## src/rtl/quad_pkg.sv

```systemverilog
// Shared constants, FSM encoding and phase-stepping helper for the quadrature generator.
package quad_pkg;

    // Quadrature phase, packed as {a, b}
    typedef logic [1:0] phase_t;

    localparam phase_t PH_00 = 2'b00;
    localparam phase_t PH_10 = 2'b10;
    localparam phase_t PH_11 = 2'b11;
    localparam phase_t PH_01 = 2'b01;

    localparam logic DIR_UP   = 1'b1;
    localparam logic DIR_DOWN = 1'b0;

    // Wide enough for the largest legal EDGE_DIV (65535)
    localparam int unsigned TMR_W = 16;

    typedef enum logic [1:0] {
        S_IDLE,
        S_EDGE1,
        S_EDGE2,
        S_FINISH
    } state_t;

    // Up walks 00->10->11->01->00; down walks the same ring backwards.
    function automatic phase_t next_phase(input phase_t ph, input logic dir);
        phase_t up_ph;
        phase_t dn_ph;
        case (ph)
            PH_00:   begin up_ph = PH_10; dn_ph = PH_01; end
            PH_10:   begin up_ph = PH_11; dn_ph = PH_00; end
            PH_11:   begin up_ph = PH_01; dn_ph = PH_10; end
            default: begin up_ph = PH_00; dn_ph = PH_11; end
        endcase
        return (dir == DIR_DOWN) ? dn_ph : up_ph;
    endfunction

endpackage

```

## src/rtl/quad_edge_timer.sv

```systemverilog
// Loadable down-counter; o_tick_c marks the clock on which the count reaches zero,
// and the counter reloads EDGE_DIV on that same clock.
module quad_edge_timer
    import quad_pkg::*;
#(
    parameter int unsigned EDGE_DIV = 4
) (
    input  logic clk,
    input  logic reset,
    input  logic i_load,
    input  logic i_en,
    output logic o_tick_c
);

    localparam logic [TMR_W-1:0] DIV_V = TMR_W'(EDGE_DIV);

    logic [TMR_W-1:0] r_count;

    assign o_tick_c = i_en && (r_count == TMR_W'(1));

    always_ff @(posedge clk) begin
        if (reset) begin
            r_count <= '0;
        end else if (i_load || o_tick_c) begin
            r_count <= DIV_V;
        end else if (i_en && (r_count != '0)) begin
            r_count <= r_count - TMR_W'(1);
        end
    end

endmodule

```

## src/rtl/quad_gen.sv

```systemverilog
// Quadrature A/B step generator with a mirror position counter.
// Optional index channel z is built when QUAD_GEN_INDEX_EN is defined.
module quad_gen
    import quad_pkg::*;
#(
    parameter int unsigned EDGE_DIV = 4,
    parameter int unsigned COUNT_W  = 8
) (
    input  logic               clk,
    input  logic               reset,
    input  logic               cmd_valid,
    output logic               cmd_ready,
    input  logic               cmd_dir,
    input  logic [COUNT_W-1:0] cmd_steps,
    output logic               a,
    output logic               b,
    output logic               busy,
    output logic               done,
    output logic [COUNT_W-1:0] position
`ifdef QUAD_GEN_INDEX_EN
    ,
    output logic               z
`endif
);

    state_t               r_state;
    state_t               w_state_nxt;
    phase_t               r_ab;
    phase_t               w_ab_nxt;
    logic [COUNT_W-1:0]   r_pos;
    logic [COUNT_W-1:0]   w_pos_nxt;
    logic [COUNT_W-1:0]   r_rem;
    logic [COUNT_W-1:0]   w_rem_nxt;
    logic                 r_dir;
    logic                 w_dir_nxt;
    logic                 r_busy;
    logic                 w_busy_nxt;
    logic                 r_done;
    logic                 w_done_nxt;
    logic                 r_ready;
    logic                 w_ready_nxt;
    logic                 w_load;
    logic                 w_en;
    logic                 w_tick;

    quad_edge_timer #(
        .EDGE_DIV (EDGE_DIV)
    ) u_timer (
        .clk      (clk),
        .reset    (reset),
        .i_load   (w_load),
        .i_en     (w_en),
        .o_tick_c (w_tick)
    );

    always_ff @(posedge clk) begin
        if (reset) begin
            r_state <= S_IDLE;
            r_ab    <= PH_00;
            r_pos   <= '0;
            r_rem   <= '0;
            r_dir   <= DIR_UP;
            r_busy  <= 1'b0;
            r_done  <= 1'b0;
            r_ready <= 1'b1;
        end else begin
            r_state <= w_state_nxt;
            r_ab    <= w_ab_nxt;
            r_pos   <= w_pos_nxt;
            r_rem   <= w_rem_nxt;
            r_dir   <= w_dir_nxt;
            r_busy  <= w_busy_nxt;
            r_done  <= w_done_nxt;
            r_ready <= w_ready_nxt;
        end
    end

    // Next-state and next-register values; outputs are registered from these
    always_comb begin
        w_state_nxt = r_state;
        w_ab_nxt    = r_ab;
        w_pos_nxt   = r_pos;
        w_rem_nxt   = r_rem;
        w_dir_nxt   = r_dir;
        w_done_nxt  = 1'b0;
        w_load      = 1'b0;
        w_en        = 1'b0;

        case (r_state)
            S_IDLE: begin
                if (cmd_valid) begin
                    w_dir_nxt = cmd_dir;
                    if (cmd_steps == '0) begin
                        w_state_nxt = S_FINISH;
                    end else begin
                        w_rem_nxt   = cmd_steps;
                        w_load      = 1'b1;
                        w_state_nxt = S_EDGE1;
                    end
                end
            end
            S_EDGE1: begin
                w_en = 1'b1;
                if (w_tick) begin
                    w_ab_nxt    = next_phase(r_ab, r_dir);
                    w_pos_nxt   = (r_dir == DIR_UP) ? r_pos + COUNT_W'(1)
                                                    : r_pos - COUNT_W'(1);
                    w_state_nxt = S_EDGE2;
                end
            end
            S_EDGE2: begin
                w_en = 1'b1;
                if (w_tick) begin
                    w_ab_nxt    = next_phase(r_ab, r_dir);
                    w_rem_nxt   = r_rem - COUNT_W'(1);
                    w_state_nxt = (r_rem == COUNT_W'(1)) ? S_FINISH : S_EDGE1;
                end
            end
            S_FINISH: begin
                w_done_nxt  = 1'b1;
                w_state_nxt = S_IDLE;
            end
            default: begin
                w_state_nxt = S_IDLE;
            end
        endcase

        w_busy_nxt  = (w_state_nxt == S_EDGE1) || (w_state_nxt == S_EDGE2);
        w_ready_nxt = (w_state_nxt == S_IDLE);
    end

    assign a         = r_ab[1];
    assign b         = r_ab[0];
    assign position  = r_pos;
    assign busy      = r_busy;
    assign done      = r_done;
    assign cmd_ready = r_ready;

`ifdef QUAD_GEN_INDEX_EN
    logic             r_z;
    logic [TMR_W-1:0] r_z_cnt;
    logic             w_zero_hit;

    // Index pulse: EDGE_DIV clocks wide, launched by the counting edge landing on zero
    assign w_zero_hit = (r_state == S_EDGE1) && w_tick && (w_pos_nxt == '0);

    always_ff @(posedge clk) begin
        if (reset) begin
            r_z     <= 1'b0;
            r_z_cnt <= '0;
        end else if (w_zero_hit) begin
            r_z     <= 1'b1;
            r_z_cnt <= TMR_W'(EDGE_DIV - 1);
        end else if (r_z_cnt != '0) begin
            r_z_cnt <= r_z_cnt - TMR_W'(1);
        end else begin
            r_z     <= 1'b0;
        end
    end

    assign z = r_z;
`endif

endmodule

```

## config.mk

```make
export PLATFORM = sky130hd
export DESIGN_NAME = quad_gen
export DESIGN_NICKNAME = d
export VERILOG_FILES = /design/src/rtl/quad_pkg.sv /design/src/rtl/quad_edge_timer.sv /design/src/rtl/quad_gen.sv
export SDC_FILE = /design/constraint.sdc
export NUM_CORES = 1
export LEC_CHECK = 0
export CORE_UTILIZATION = 25
export CTS_CLUSTER_SIZE = 10
export DETAILED_ROUTE_END_ITERATION = 6
export GPL_ROUTABILITY_DRIVEN = 0
export SLEW_MARGIN = 30
export SYNTH_ARGS = -nofsm -noshare
export SYNTH_HDL_FRONTEND = slang
export SYNTH_HIERARCHICAL = 1
export SYNTH_SLANG_ARGS = --single-unit
```

## constraint.sdc

```tcl
create_clock -name clk -period 7.5 [get_ports clk]
set_input_delay 1.125 -clock clk [delete_from_list [all_inputs] [get_ports clk]]
set_output_delay 1.125 -clock clk [all_outputs]
set_load 0.01 [all_outputs]
```

# == Word level (Yosys, flattened, before mapping) ==
# Index checks and enable logic that the tools add are counted.
# word_totals
register_bits,40
inputBits,12
out_inout_bits,13
# op_classes
addsub,4
eq_ne,12
muxes,21
reduce_logical,17
# op_table
op,count
$mux 8,4
$eq 16x1->1 const B,1
$pmux 8 s2,1
$reduce_bool 16->1,1
$sub 16x1->16 const B,1
$sub 8x1->8 const B,2
$mux 2,6
$pmux 2 s3,2
$eq 2x2->1 const B,5
$add 8x1->8 const B,1
$eq 8x1->1 const B,1
$logic_not 8->1,1
$pmux 2 s4,1
$logic_not 2->1,3
$mux 3,2
$reduce_and 2->1,3
$mux 1,5
$eq 2x1->1 const B,2
$ne 2x2->1 const B,2
$reduce_and 4->1,1
$reduce_bool 2->1,2
$reduce_or 2->1,2
$logic_and 1x1->1,2
$logic_or 1x1->1,2
$ne 2x1->1 const B,1

# == Logic depth before layout (Yosys ltp) ==
# Gate-level depths: netlist of the first run.
# depth
word_depth,8
ltp_mapped,14

# == By module ==
# Netlist of the first run, hierarchy kept.
# modules_own_cells
mod,n_inst,cells_per_inst,area_each_um2
quad_gen,1,182,1579.0
quad_edge_timer,1,109,935.9

# == Worst setup path before layout of the first run ==
# No wires, ideal clock.
# synth_path
kind,reg2reg
from,register r_state[0]
to,"register r_ready, in the netlist cmd_ready"
setup_ps,123
t_arrival_ps,2534
t_required_ps,7377
slack_ps,4843
stages_incl_launch_ff,15
path_buffers,2
cell_sequence,dfxtp_1 -> inv_1 -> ha_1 -> buf_2 -> and2_1 -> nand4_1 -> or2_1 -> inv_1 -> clkbuf_8 -> inv_1 -> a221oi_1 -> a211o_1 -> and2_1 -> ha_1 -> or2_2
# synth_via
elab_chain_cells,7
elab_cells_between_ends,12
# synth_lines
element,line,source
from (decl),quad_gen.sv:26,state_t r_state;
from (signal assigned),quad_gen.sv:67,r_state <= w_state_nxt;
$eq 2x2->1 / $eq 2x1->1 (equally long branches),quad_gen.sv:89,case (r_state)
$reduce_or 2->1 (no source line) *,n/a,
$mux 1 *,quad_gen.sv:89,
via w_en,quad_gen.sv:43,logic w_en;
$logic_and 1x1->1 *,quad_edge_timer.sv:19,assign o_tick_c = i_en && (r_count == TMR_W'(1));
via w_tick,quad_gen.sv:44,logic w_tick;
$mux 2 (on tied branches),"quad_gen.sv:113, quad_gen.sv:104",
$pmux 2 s4 *,quad_gen.sv:89,
$logic_not 2->1 *,quad_gen.sv:129,w_ready_nxt = (w_state_nxt == S_IDLE);
via w_ready_nxt,quad_gen.sv:41,logic w_ready_nxt;
to (signal assigned),quad_gen.sv:74,r_ready <= w_ready_nxt;
to (decl),quad_gen.sv:40,logic r_ready;
# Mark *: on every way through the listed nets, which the timed path passes. The rest lies on a longest branch.
# A chain may end at the register's enable or synchronous reset.

# == Final worst setup path of the first run ==
# layout_path
from,register r_state[0]
to,"register r_pos[6], in the netlist position[6]"
# layout_via
elab_chain_cells,5
elab_cells_between_ends,6
# layout_lines
element,line,source
$eq 2x2->1 / $eq 2x1->1 (equally long branches),quad_gen.sv:89,
$reduce_or 2->1 (no source line) *,n/a,
$mux 1 *,quad_gen.sv:89,
via w_en,quad_gen.sv:43,
$logic_and 1x1->1 *,quad_edge_timer.sv:19,
via w_tick,quad_gen.sv:44,
$reduce_and 2->1 (no source line) *,n/a,
to (signal assigned),quad_gen.sv:69,r_pos <= w_pos_nxt;
to (decl),quad_gen.sv:30,logic [COUNT_W-1:0] r_pos;
# Marked as above.

==> results of run 1 <==
[cell type report]
type | instances | area [um2]
clock inverter | 3 | 42.54
fill | 1044 | 6810
inverter | 15 | 56.30
sequential | 40 | 800.8
multi-input combinational | 226 | 1582
tap | 133 | 166.4
timing repair buffer | 25 | 247.7
clock buffer | 5 | 68.82
[cells in the final DEF, fill, tap and decap left out, drive strengths merged, types with 3 or more instances in the layout]
cell type,Yosys,routed
dfxtp,40,40
a21oi,36,36
clkdlybuf4s50,0,24
nand2,22,22
nor2,18,18
ha,16,16
inv,15,15
o21ai,15,15
nand3,11,11
nor3,10,10
a21o,8,8
or4,8,8
or2,7,7
nor2b,6,6
or3,5,5
clkbuf,4,5
nand4,5,5
nor4,5,5
a211oi,4,4
xnor2,4,4
a211o,3,3
xor2,3,3
[final timing paths]
path              slack [ps]  depth (start not counted)                       end                   from
setup / recovery        4300                          9  position[6]$_SDFFE_PP0P_  r_state[0]$_SDFF_PP0_
hold / removal           470                          2     r_rem[7]$_SDFFE_PP0P_  r_rem[7]$_SDFFE_PP0P_
setup reg to reg        4300                          9  position[6]$_SDFFE_PP0P_  r_state[0]$_SDFF_PP0_
hold reg to reg          470                          2     r_rem[7]$_SDFFE_PP0P_  r_rem[7]$_SDFFE_PP0P_
[layer usage]
metal,vias up,part of all wire
li1,1120,-
met1,1056,0.49
met2,40,0.45
met3,11,0.036
met4,0,0.021
met5,-,0
[sequential cells by signal (all words and copies together), names as in the netlist]
| name | flops |
|---|---|
| u_timer/r_count | 16 |
| position | 8 |
| r_rem | 8 |
| r_ab | 2 |
| r_state | 2 |
| busy | 1 |
| cmd_ready | 1 |
| done | 1 |
| r_dir | 1 |
[cell families after synthesis]
family,after synthesis
AO/OA/AOI/OAI,88
XOR/XNOR,7
adder cells (fa/ha/maj),17
buffers and inverters,25
flip-flops,40
multiplexers,3
AND/OR/NAND/NOR,111
[critical path: stages, from the launching register on]
cell	delay, ps
dfxtp_1	370
inv_1	100
ha_1	530
and2_1	190
nand4_1	150
or2_1	280
inv_1	290
nand2_1	340
or4b_2	700
o211ai_1	170
[power by group]
| part | leakage, nW | internal, mW | switching (mW) |
|---|---|---|---|
| clock network | 0.0541 | 0.0985 | 0.0779 |
| registers | 0.325 | 0.222 | 0.0109 |
| logic | 0.659 | 0.0474 | 0.0677 |
==> flow_metrics.py, run 1 <==
metrics = {
    "status": {
        "status": "completed",
    },
    "yosys": {
        "synth_most_common_cell": "dfxtp_1",
        "synth_area_um2": 2515,
        "syn_inst": 291,
        "synth.distinct_cells": 65,
        "synth_top_family_by_area": "simple AND/OR/NAND/NOR gates",
        "synth_fa_ha_area_frac": 0.08756,
        "synthTopCellsByCount": "40 x dfxtp_1, 32 x a21oi_1, 22 x nand2_1",
        "syn-num-nets": 320,
        "synth_edf_count": 0,
        "yosysWarnings": 6,
        "synth_top_cell_area_share": 0.3184,
        "synthFlopType": "dfxtp_1",
        "avgSynthCellArea_um2": 8.642,
        "yosysSeqAreaShare": 0.3184,
        "synth_area_leaders": "dfxtp_1 32%, ha_1 8.0%, a21oi_1 6.4%, nand2_1 3.3%, nor2_1 2.7%",
        "synth_compound_area_frac": 0.2493,
        "async_flop_share": 0,
        "synth-xor-area-share": 0.02438,
        "ys_ff_latch": 40,
        "synthMuxAreaShare": 0.01244,
        "synth_top_cell_by_area": "dfxtp_1",
        "synth-simple-area-share": 0.2552,
    },
    "floorplan": {
        "dieHeight_um": 102.3,
        "core_um2": 9774,
        "die_area_um2": 10460,
        "die_w_um": 102.3,
        "io_pins": 25,
        "fp-row-count": 36,
        "start_util": 0.2573,
    },
    "global_routing": {
        "grtUsageMet1": 0.1511,
        "grt_pass1_vias": 2052,
        "top_usage_layer": "met2",
        "use_met3": 0.02052,
        "grt_pass1_wl_um": 9708,
        "use_met2": 0.1900,
        "grt_max_degree": 30,
        "track_usage": 0.1170,
        "grt-ovfl-total": 0,
        "antenna_found_initial": 0,
    },
    "place": {
        "io_buffers": 24,
        "post-place-cells": 439,
        "post-place-ws_ps": 4217,
        "dpl_cell_area_um2": 2853,
        "post-dp-hpwl_um": 4372,
    },
    "timing": {
        "fin_ws_ps": 4299,
        "setup_tns_ps": 0,
        "fmax_ghz": 0.3124,
        "min_period_over_period": 0.4268,
        "drv_slew": 0,
        "setup_violations": 0,
        "rsz0062_at_grt": "false",
        "min_period_ps": 3201,
        "hold_slack_ps": 473.0,
        "final.setup_skew_ps": 5.304,
        "worst_pin_slew_ps": 663.1,
        "slew_headroom": 0.5538,
        "hold_viol_final": 0,
    },
    "hold_path": {
        "hold_path.class": "reg -> reg",
    },
    "layout": {
        "area_growth_pct": 17.86,
        "final_util": 0.3033,
        "finish.instance_area_um2": 2964,
        "final_cells": 447,
        "drive_above_1_share": 0.1242,
        "num-nets-final": 342,
        "antenna_cells": 0,
    },
    "detailed_routing": {
        "vias": 2227,
        "routed_wl_um": 5846,
        "via_per_inst": 4.982,
        "antenna_left": 0,
        "drt_pass1_iterations": 4,
        "drt_first_iter_violations": 65,
        "wire_per_inst_um": 13.08,
        "remaining_drc_errors": 0,
    },
    "critical_path": {
        "arrival_ps": 3420,
        "crit_path_end_kind": "register",
        "cp.required_ps": 7720,
        "crit_fanout": 13,
        "critPathKind": "reg -> reg",
        "cp-start-kind": "register",
    },
    "flow_run": {
        "cap_violations": 0,
    },
    "clock_tree": {
        "clock_latency_ps": 290,
        "cts-root-buf": "clkbuf_8",
        "postCtsResizedCells": 0,
        "path_clk_slew_ps": 80,
        "cts_made_buffers": 5,
        "cts_sinks": 40,
        "htree_levels": 2,
        "postCtsHoldBufs": 0,
        "cts_setup_buffers": 0,
        "cts_tree": "built",
        "clk_path_buf_depth": 2,
    },
    "power": {
        "vdd_drop_max_mv": 0.05733,
        "power.density_cell_area_nw_per_um2": 176.8,
        "p_leak_nw": 1.038,
        "total_power_uw": 524.2,
    },
}
No activity file was read; power rests on OpenSTA's default activity.
==> run 2: changes to the inputs <==
- clock period: 7.5 -> 2.96 ns (I/O delays scaled with it)
==> flow_metrics.py, run 2 (synthesis results as in run 1) <==
metrics = {
    "status": {
        "status": "completed",
    },
    "detailed_routing": {
        "remaining_drc_errors": 0,
        "drt_pass1_iterations": 4,
        "drt-met1-wl_um": 2930,
        "wire_per_inst_um": 12.92,
        "via_per_inst": 4.883,
        "antenna_left": 0,
        "highest_layer": "met4",
        "met2_length_um": 2677,
        "met3_length_um": 186,
        "vias": 2217,
        "routed_wl_um": 5867,
        "drt_first_iter_violations": 105,
    },
    "global_routing": {
        "grt_max_degree": 17,
        "antenna_found_initial": 0,
        "track_usage": 0.1213,
        "grt_pass1_vias": 2105,
        "grt_pass1_wl_um": 9915,
        "grt-ovfl-total": 0,
    },
    "clock_tree": {
        "cts_tree": "built",
        "postCtsHoldBufs": 0,
        "htree_levels": 2,
        "cts_setup_buffers": 0,
        "clk_path_buf_depth": 2,
        "cts-root-buf": "clkbuf_8",
        "cts_made_buffers": 5,
        "cts_sinks": 40,
        "clock_latency_ps": 290,
        "postCtsResizedCells": 0,
        "path_clk_slew_ps": 80,
    },
    "layout": {
        "num-nets-final": 349,
        "final_common_cell": "dfxtp_1",
        "antenna_cells": 0,
        "largest-register": "u_timer/r_count",
        "final_util": 0.3065,
        "area_growth_pct": 19.10,
        "drive_above_1_share": 0.1371,
        "layout_common_cells": "40 x dfxtp_1, 32 x a21oi_1, 24 x clkdlybuf4s50_1",
        "final_cells": 454,
        "largest_register_ffs": 16,
    },
    "place": {
        "post-dp-hpwl_um": 4374,
        "post-place-cells": 446,
        "io_buffers": 24,
    },
    "timing": {
        "min_period_over_period": 0.9351,
        "setup_tns_ps": 0,
        "worst_pin_slew_ps": 596.1,
        "final.setup_skew_ps": 9.508,
        "drv_slew": 0,
        "min_period_ps": 2768,
        "fmax_ghz": 0.3613,
        "setup_violations": 0,
        "hold_slack_ps": 470.9,
        "slew_headroom": 0.6026,
        "hold_viol_final": 0,
        "rsz0062_at_grt": "false",
    },
    "critical_path": {
        "crit_fanout": 7,
        "crit_path_end_kind": "register",
        "cp.required_ps": 3130,
        "cp-endpoint": "busy$_SDFF_PP0_",
        "path_delay_family": "simple AND/OR/NAND/NOR gates",
        "cp_num_cells": 10,
        "arrival_ps": 2940,
        "reg2reg_slack_ps": 190,
        "reg2reg_depth": 10,
        "r2r-start": "u_timer/r_count[13]$_SDFFE_PP0P_",
        "crit_chain": "or4_4 -> or2_1 -> or2_1 -> inv_1 -> inv_1 -> a221oi_1 -> a211o_1 -> and2_1 -> ha_1 -> nor2b_1",
        "slowest_delay_ps": 560,
        "critPathKind": "reg -> reg",
        "worstReg2RegEnd": "busy$_SDFF_PP0_",
        "cpMaxStageDelayCell": "or4_4",
        "crit_buf_inv": 2,
        "cp-start-kind": "register",
        "startpoint": "u_timer/r_count[13]$_SDFFE_PP0P_",
    },
    "flow_run": {
        "cap_violations": 0,
    },
    "hold_path": {
        "hold_path.class": "reg -> reg",
    },
    "power": {
        "p_leak_nw": 1.064,
        "vdd_drop_max_mv": 0.1631,
        "power.density_cell_area_nw_per_um2": 424.9,
    },
    "floorplan": {
        "io_pins": 25,
        "dieHeight_um": 102.3,
        "start_util": 0.2573,
        "die_area_um2": 10460,
        "die_w_um": 102.3,
        "core_um2": 9774,
        "fp-row-count": 36,
    },
}
-- run 2: changes by cell type in the layout (fill, tap and decap cells not counted) --
| cell | change |
|---|---|
| buf_4 | +7 |
| clkbuf_1 | +2 |
| bufinv_16 | -1 |
| clkinvlp_4 | -1 |
| clkbuf_8 | +1 |
| clkinv_2 | -1 |
-- run 2: area by class of cell --
type                       count  area [um2]
fill                        1025        6779
multi-input combinational    226        1582
tap                          133       166.4
clock buffer                   8       90.09
inverter                      15       56.30
timing repair buffer          32       300.3
sequential                    40       800.8
-- run 2: through the flow --
step	total power [mW]	worst slack (ps)	cell area, um2
floorplan	0.8140	302.6	2515
global route	1.347	31.32	2995
finish	1.273	192.1	2995
global placement	0.8939	282.5	2905
detailed placement	0.8999	221.2	2905
CTS	1.286	207.8	2995
-- run 2: worst reg2reg max path: stages, from the launching register on --
cell and delay, ps:
dfxtp_1 350, or4_4 560, or2_1 260, or2_1 270
inv_1 180, inv_1 110, a221oi_1 290, a211o_1 150
and2_1 140, ha_1 230, nor2b_1 130
-- run 2: per-layer routing --
layer / track usage / up-vias
li1: - / 1142
met1: 0.1648 / 1034
met2: 0.1910 / 37
met3: 0.01847 / 4
met4: 0.05055 / 0
met5: 0 / -
-- run 2: worst min path at each step --
| stage | from | end | cells after the start |
|---|---|---|---|
| CTS | r_rem[7]$_SDFFE_PP0P_ | r_rem[7]$_SDFFE_PP0P_ | 2 |
| detailed placement | r_rem[7]$_SDFFE_PP0P_ | r_rem[7]$_SDFFE_PP0P_ | 2 |
| finish | r_rem[7]$_SDFFE_PP0P_ | r_rem[7]$_SDFFE_PP0P_ | 2 |
| global placement | r_rem[7]$_SDFFE_PP0P_ | r_rem[7]$_SDFFE_PP0P_ | 2 |
| floorplan | r_rem[6]$_SDFFE_PP0P_ | r_rem[6]$_SDFFE_PP0P_ | 2 |
| global route | r_rem[7]$_SDFFE_PP0P_ | r_rem[7]$_SDFFE_PP0P_ | 2 |
-- run 2: where the power goes --
part / switching [mW] / internal, mW
sequential: 0.0262 / 0.562
combinational: 0.175 / 0.128
clock: 0.192 / 0.190
total: 0.392 / 0.880
==> RTL edit 1 (settings of run 2) <==
Change the parameter `COUNT_W` from 8 to 6.
--- a/src/rtl/quad_gen.sv
+++ b/src/rtl/quad_gen.sv
@@ -6,3 +6,3 @@
     parameter int unsigned EDGE_DIV = 4,
-    parameter int unsigned COUNT_W  = 8
+    parameter int unsigned COUNT_W  = 6
 ) (
Ports: changed (resized cmd_steps and position); port bits go from 25 to 21. No check against the original RTL was run, so the function may have changed too.
==> RTL edit 1 against run 2 <==
- clock skew fell by 0.0017 ns
- setup slack improved by 0.047 ns
- total power fell by 1.9%
- sequential share of layout area barely moved
- critical endpoint is now cmd_ready$_SDFF_PP1_
- synthesized cell count fell by 9.3%
- routed wire length fell by 12%
- sequential power fell by 8.8%
- area after synthesis fell by 9.4%
- sequential cell count fell by 4
- design area fell by 10%
- critical path type unchanged
==> RTL edit 1: results (changes against run 2) <==
clock slew at the register clock pins of the worst setup and hold paths=0.08 ns (about the same); number of nets in the layout=310 (-11%); xor and xnor area share after synthesis=1.921% (-0.52 points); diodes inserted=0 (unchanged); largest reg by FF count=u_timer/r_count; largest net degree at the start of global routing=22 (+5); fraction of final layout cells with drive strength greater than 1=10.14% (-3.6 points); average wire per cell in the routed design=13.16 um (+1.9%); Peak VDD IR=217.7 uV (+33%); Root Buffer Master=sky130_fd_sc_hd__clkbuf_8; Register-to-Register Setup Slack=0.24 ns (+0.05 ns); post-synth cell types=68 (+4.6%); port buffer count=20 (-17%); element type at the critical path start=flop; Max-Slew Margin vs Limit=61.44% (+1.2 points); critical path capture point=cmd_ready$_SDFF_PP1_; via/cell ratio=5.213 (+6.8%); Critical Path Slowest Stage Cell=sky130_fd_sc_hd__dfxtp_1; H-tree depth reported by CTS=2 (unchanged); Clock Latency Late Sink=0.29 ns (about the same); Worst Skew=0.007852 ns (-0.001656 ns); class of the tightest hold or removal check=flop to flop; number of detailed-route iterations in the first pass=4 (unchanged); Post-CTS Resized=0 (unchanged); Longest Clk Path Bufs=2 (unchanged); Area contributors post-synth=sky130_fd_sc_hd__dfxtp_1, sky130_fd_sc_hd__ha_1, sky130_fd_sc_hd__a21oi_1; initial antenna violation count=0 (unchanged); Detailed Route Iter0 Violations=163 (+55%); top cells by instance count after synthesis=sky130_fd_sc_hd__dfxtp_1, sky130_fd_sc_hd__a21oi_1, sky130_fd_sc_hd__nand2_1, sky130_fd_sc_hd__nor2_1, sky130_fd_sc_hd__inv_1; clock-net power=0.435 mW (+14%); first-pass GRT wire length=8956 um (-9.7%); static leakage=0.9515 nW (-11%); delay-heaviest family, CP=simple AND/OR/NAND/NOR gates; proportion of total power due to net switching=30.10% (-0.73 points); Worst path max stage delay=0.40 ns (-0.16 ns); depth of the worst hold-timing path=2 (unchanged); Mapped Nets=289 (-9.7%); compound-gate portion of the synthesized area=23.98% (-0.94 points); Internal Power=0.8726 mW (-0.88%); status=completed; crit-path max FO=15 (+8); fill cell instance count of the final layout=916 (-11%); hold_sp=r_rem[4]$_SDFFE_PP0P_; fraction of the yosys area taken by sequential cells=31.61% (-0.23 points); area share of fa/ha/maj cells after synthesis=8.562% (-0.19 points); capture endpoint of the worst hold path=r_rem[4]$_SDFFE_PP0P_; warnings from Yosys=6 (unchanged); number of global-route vias before repair=1873 (-11%); flip-flop and latch power=0.536 mW (-8.8%); fraction of synthesis flops using an asynchronous set or reset pin=0% (unchanged); launch point of the worst reg-to-reg path=r_state[0]$_SDFF_PP0_; HPWL after DPL=3869 um (-12%); portion of netlist area occupied by mux cells=1.592% (+0.35 points); gr usage total=11.36% (-0.76 points); worst reg-to-reg path cell count=11 (+1); number of flip-flops in the largest register=16 (unchanged); number of clock buffers inserted by TritonCTS=5 (unchanged); Crit path arrival time=2.90 ns (-0.04 ns); number of buffers inserted to repair setup after CTS=0 (unchanged); worst hold margin=0.4624 ns (-0.008493 ns)
==> RTL edit 1: changes by cell type after synthesis, sizes merged, moves of 4 or more <==
cell	delta
a21oi	-13
dfxtp	-4
nand2	-5
nand2b	+4
nor3	-4
o21ai	-5
o31ai	+4
==> RTL edit 1: layout make-up <==
cell class	instances	area, um2	share of cell area, %
timing repair buffer	22	215.2	7.989
multi-input combinational	205	1455	54.02
tap	108	135.1	5.016
clock inverter	2	35.03	1.301
sequential	36	720.7	26.75
inverter	15	60.06	2.229
clock buffer	6	72.57	2.694
==> RTL edit 1: metal layers <==
layer	track usage, %	routed length, um
met1	16.14	2637
met3	2.878	298
met4	3.167	42
met5	0	0
met2	16.89	2209
==> RTL edit 1: through the flow <==
step	std cells	setup WS, ns	cell area, um2
CTS	394	0.2183	2690
global route	394	0.05839	2694
detailed placement	386	0.2292	2582
global placement	386	0.2851	2582
finish	394	0.2390	2694
floorplan	264	0.3718	2280
==> RTL edit 2 (config.mk and constraints of run 2) <==
Made on the original files. Encoding of `state_t`: now one-hot (4 bits for 4 states).
--- a/src/rtl/quad_pkg.sv
+++ b/src/rtl/quad_pkg.sv
@@ -17,7 +17,7 @@
 
-    typedef enum logic [1:0] {
-        S_IDLE,
-        S_EDGE1,
-        S_EDGE2,
-        S_FINISH
+    typedef enum logic [3:0] {
+        S_IDLE   = 4'b0001,
+        S_EDGE1  = 4'b0010,
+        S_EDGE2  = 4'b0100,
+        S_FINISH = 4'b1000
     } state_t;
Function: same outputs for any inputs over 10 cycles, from zero or initial values and one cycle with reset high; not proved beyond that.
==> RTL edit 2 against run 2 <==
- area after synthesis rose by 0.30%
- sequential cell count increased by 2
- routed wire length grew 2.4%
- via count increased by 4.3%
- count of clock-buffer cells in the layout decreased by 2
- design area rose by 1.8%
- total power decreased by 2.9%
- utilization up 0.55 points
- critical path type unchanged
- setup slack better by 0.13 ns
==> RTL edit 2: results (changes against run 2) <==
largest reg by FF count=u_timer/r_count; average wire per cell in the routed design=13.09 um (+1.3%); gr usage total=12.10% (-0.028 points); number of buffers inserted to repair setup after CTS=0 (unchanged); warnings from Yosys=6 (unchanged); Post-CTS Resized=0 (unchanged); crit-path max FO=9 (+2); number of global-route vias before repair=2169 (+3.0%); post-synth cell types=69 (+6.2%); Max-Slew Margin vs Limit=61.53% (+1.3 points); Peak VDD IR=181.7 uV (+11%); delay-heaviest family, CP=simple AND/OR/NAND/NOR gates; port buffer count=24 (unchanged); HPWL after DPL=4503 um (+2.9%); Critical Path Slowest Stage Cell=sky130_fd_sc_hd__dfxtp_1; synthesized instance count=296 (+1.7%); fraction of the yosys area taken by sequential cells=33.33% (+1.5 points); top cells by instance count after synthesis=sky130_fd_sc_hd__dfxtp_1, sky130_fd_sc_hd__a21oi_1, sky130_fd_sc_hd__nor2_1; largest net degree at the start of global routing=15 (-2); number of detailed-route iterations in the first pass=4 (unchanged); initial antenna violation count=0 (unchanged); status=completed; fraction of final layout cells with drive strength greater than 1=10.74% (-3.0 points); Top FF cell, synth=sky130_fd_sc_hd__dfxtp_1; via/cell ratio=5.039 (+3.2%); number of flip-flops in the largest register=16 (unchanged); # placed instances=451 (+1.1%); Mapped Nets=319 (-0.31%); Post-DP Area=2939 um2 (+1.2%); number of clock buffers inserted by TritonCTS=5 (unchanged); first-pass GRT wire length=10120 um (+2.1%); Worst Skew=0.01320 ns (+0.003690 ns); class of the tightest hold or removal check=flop to flop; Worst path max stage delay=0.53 ns (-0.03 ns); worst reg-to-reg path cell count=11 (+1); vias=2313 (+4.3%); H-tree depth reported by CTS=2 (unchanged); count of max-cap constraint violations=0 (unchanged); fraction of synthesis flops using an asynchronous set or reset pin=0% (unchanged); depth of the worst hold-timing path=2 (unchanged); Detailed Route Iter0 Violations=104 (-0.95%); Root Buffer Master=sky130_fd_sc_hd__clkbuf_8; Longest Clk Path Bufs=2 (unchanged); Clock Latency Late Sink=0.30 ns; pre-CTS setup slack=0.3537 ns (+0.1324 ns); Crit path arrival time=2.88 ns (-0.06 ns); Area contributors post-synth=sky130_fd_sc_hd__dfxtp_1, sky130_fd_sc_hd__a21oi_1, sky130_fd_sc_hd__ha_1; diodes inserted=0 (unchanged); clock slew at the register clock pins of the worst setup and hold paths=0.08 ns (about the same); static leakage=1.124 nW (+5.6%); number of nets in the layout=348 (-0.29%)
-- RTL edit 2: kinds of logic after synthesis --
kind of cell | synth area share (%)
xor+xnor | 3.819
fa+ha+maj | 5.754
flops | 33.33
buf+inv | 4.216
mux | 0.7937
simple gates | 29.91
compound gates | 22.17
-- RTL edit 2: final cells by class --
cell class,instances,area (um2)
Timing Repair Buffer,33,307.8
Multi-Input combinational cell,230,1575
Fill cell,1033,6725
Inverter,13,48.80
Clock buffer,6,72.57
Sequential cell,42,840.8
Clock inverter,2,37.54
Tap cell,133,166.4
-- RTL edit 2: worst reg2reg max path, stage by stage (launching register included) --
cell and delay [ns]:
sky130_fd_sc_hd__dfxtp_1 0.53, sky130_fd_sc_hd__xnor2_1 0.10, sky130_fd_sc_hd__nor3_1 0.20, sky130_fd_sc_hd__and2_1 0.17, sky130_fd_sc_hd__nand4_1 0.16, sky130_fd_sc_hd__or2_1 0.29, sky130_fd_sc_hd__inv_1 0.12, sky130_fd_sc_hd__buf_4 0.16
sky130_fd_sc_hd__and3b_1 0.37, sky130_fd_sc_hd__o211ai_1 0.18, sky130_fd_sc_hd__a21o_1 0.20, sky130_fd_sc_hd__a21oi_2 0.12
-- RTL edit 2: metrics by stage --
stage	power, mW	utilization [%]
5_1_grt	1.297	31.20
2_1_floorplan	0.7342	-
6_report	1.236	31.20
3_5_place_dp	0.7896	30.07
3_3_place_gp	0.7870	30.07
4_1_cts	1.250	31.20
-- RTL edit 2: final timing paths --
| kind | end | startpoint | slack, ns |
|---|---|---|---|
| worst min register to register | r_rem[4]$_SDFFE_PP0P_ | r_rem[4]$_SDFFE_PP0P_ | 0.47 |
| worst max register to register | position[7]$_SDFFE_PP0P_ | r_state[2]$_SDFF_PP0_ | 0.32 |
| worst min-delay path | r_rem[4]$_SDFFE_PP0P_ | r_rem[4]$_SDFFE_PP0P_ | 0.47 |
| worst max-delay path | position[7]$_SDFFE_PP0P_ | r_state[2]$_SDFF_PP0_ | 0.32 |
-- RTL edit 2: where the power goes --
part / switching [mW] / internal [mW] / total, mW
Combinational: 0.0979 / 0.0807 / 0.179
Sequential: 0.0184 / 0.580 / 0.598
Clock: 0.207 / 0.252 / 0.459
Total: 0.323 / 0.912 / 1.24
-- RTL edit 2: per-layer routing --
layer,track usage (%),wire (um),vias to the layer above
met2,20.51,2859,43
li1,-,-,1175
met5,0,0,-
met4,4.066,90,0
met1,15.35,2849,1088
met3,2.257,211,7
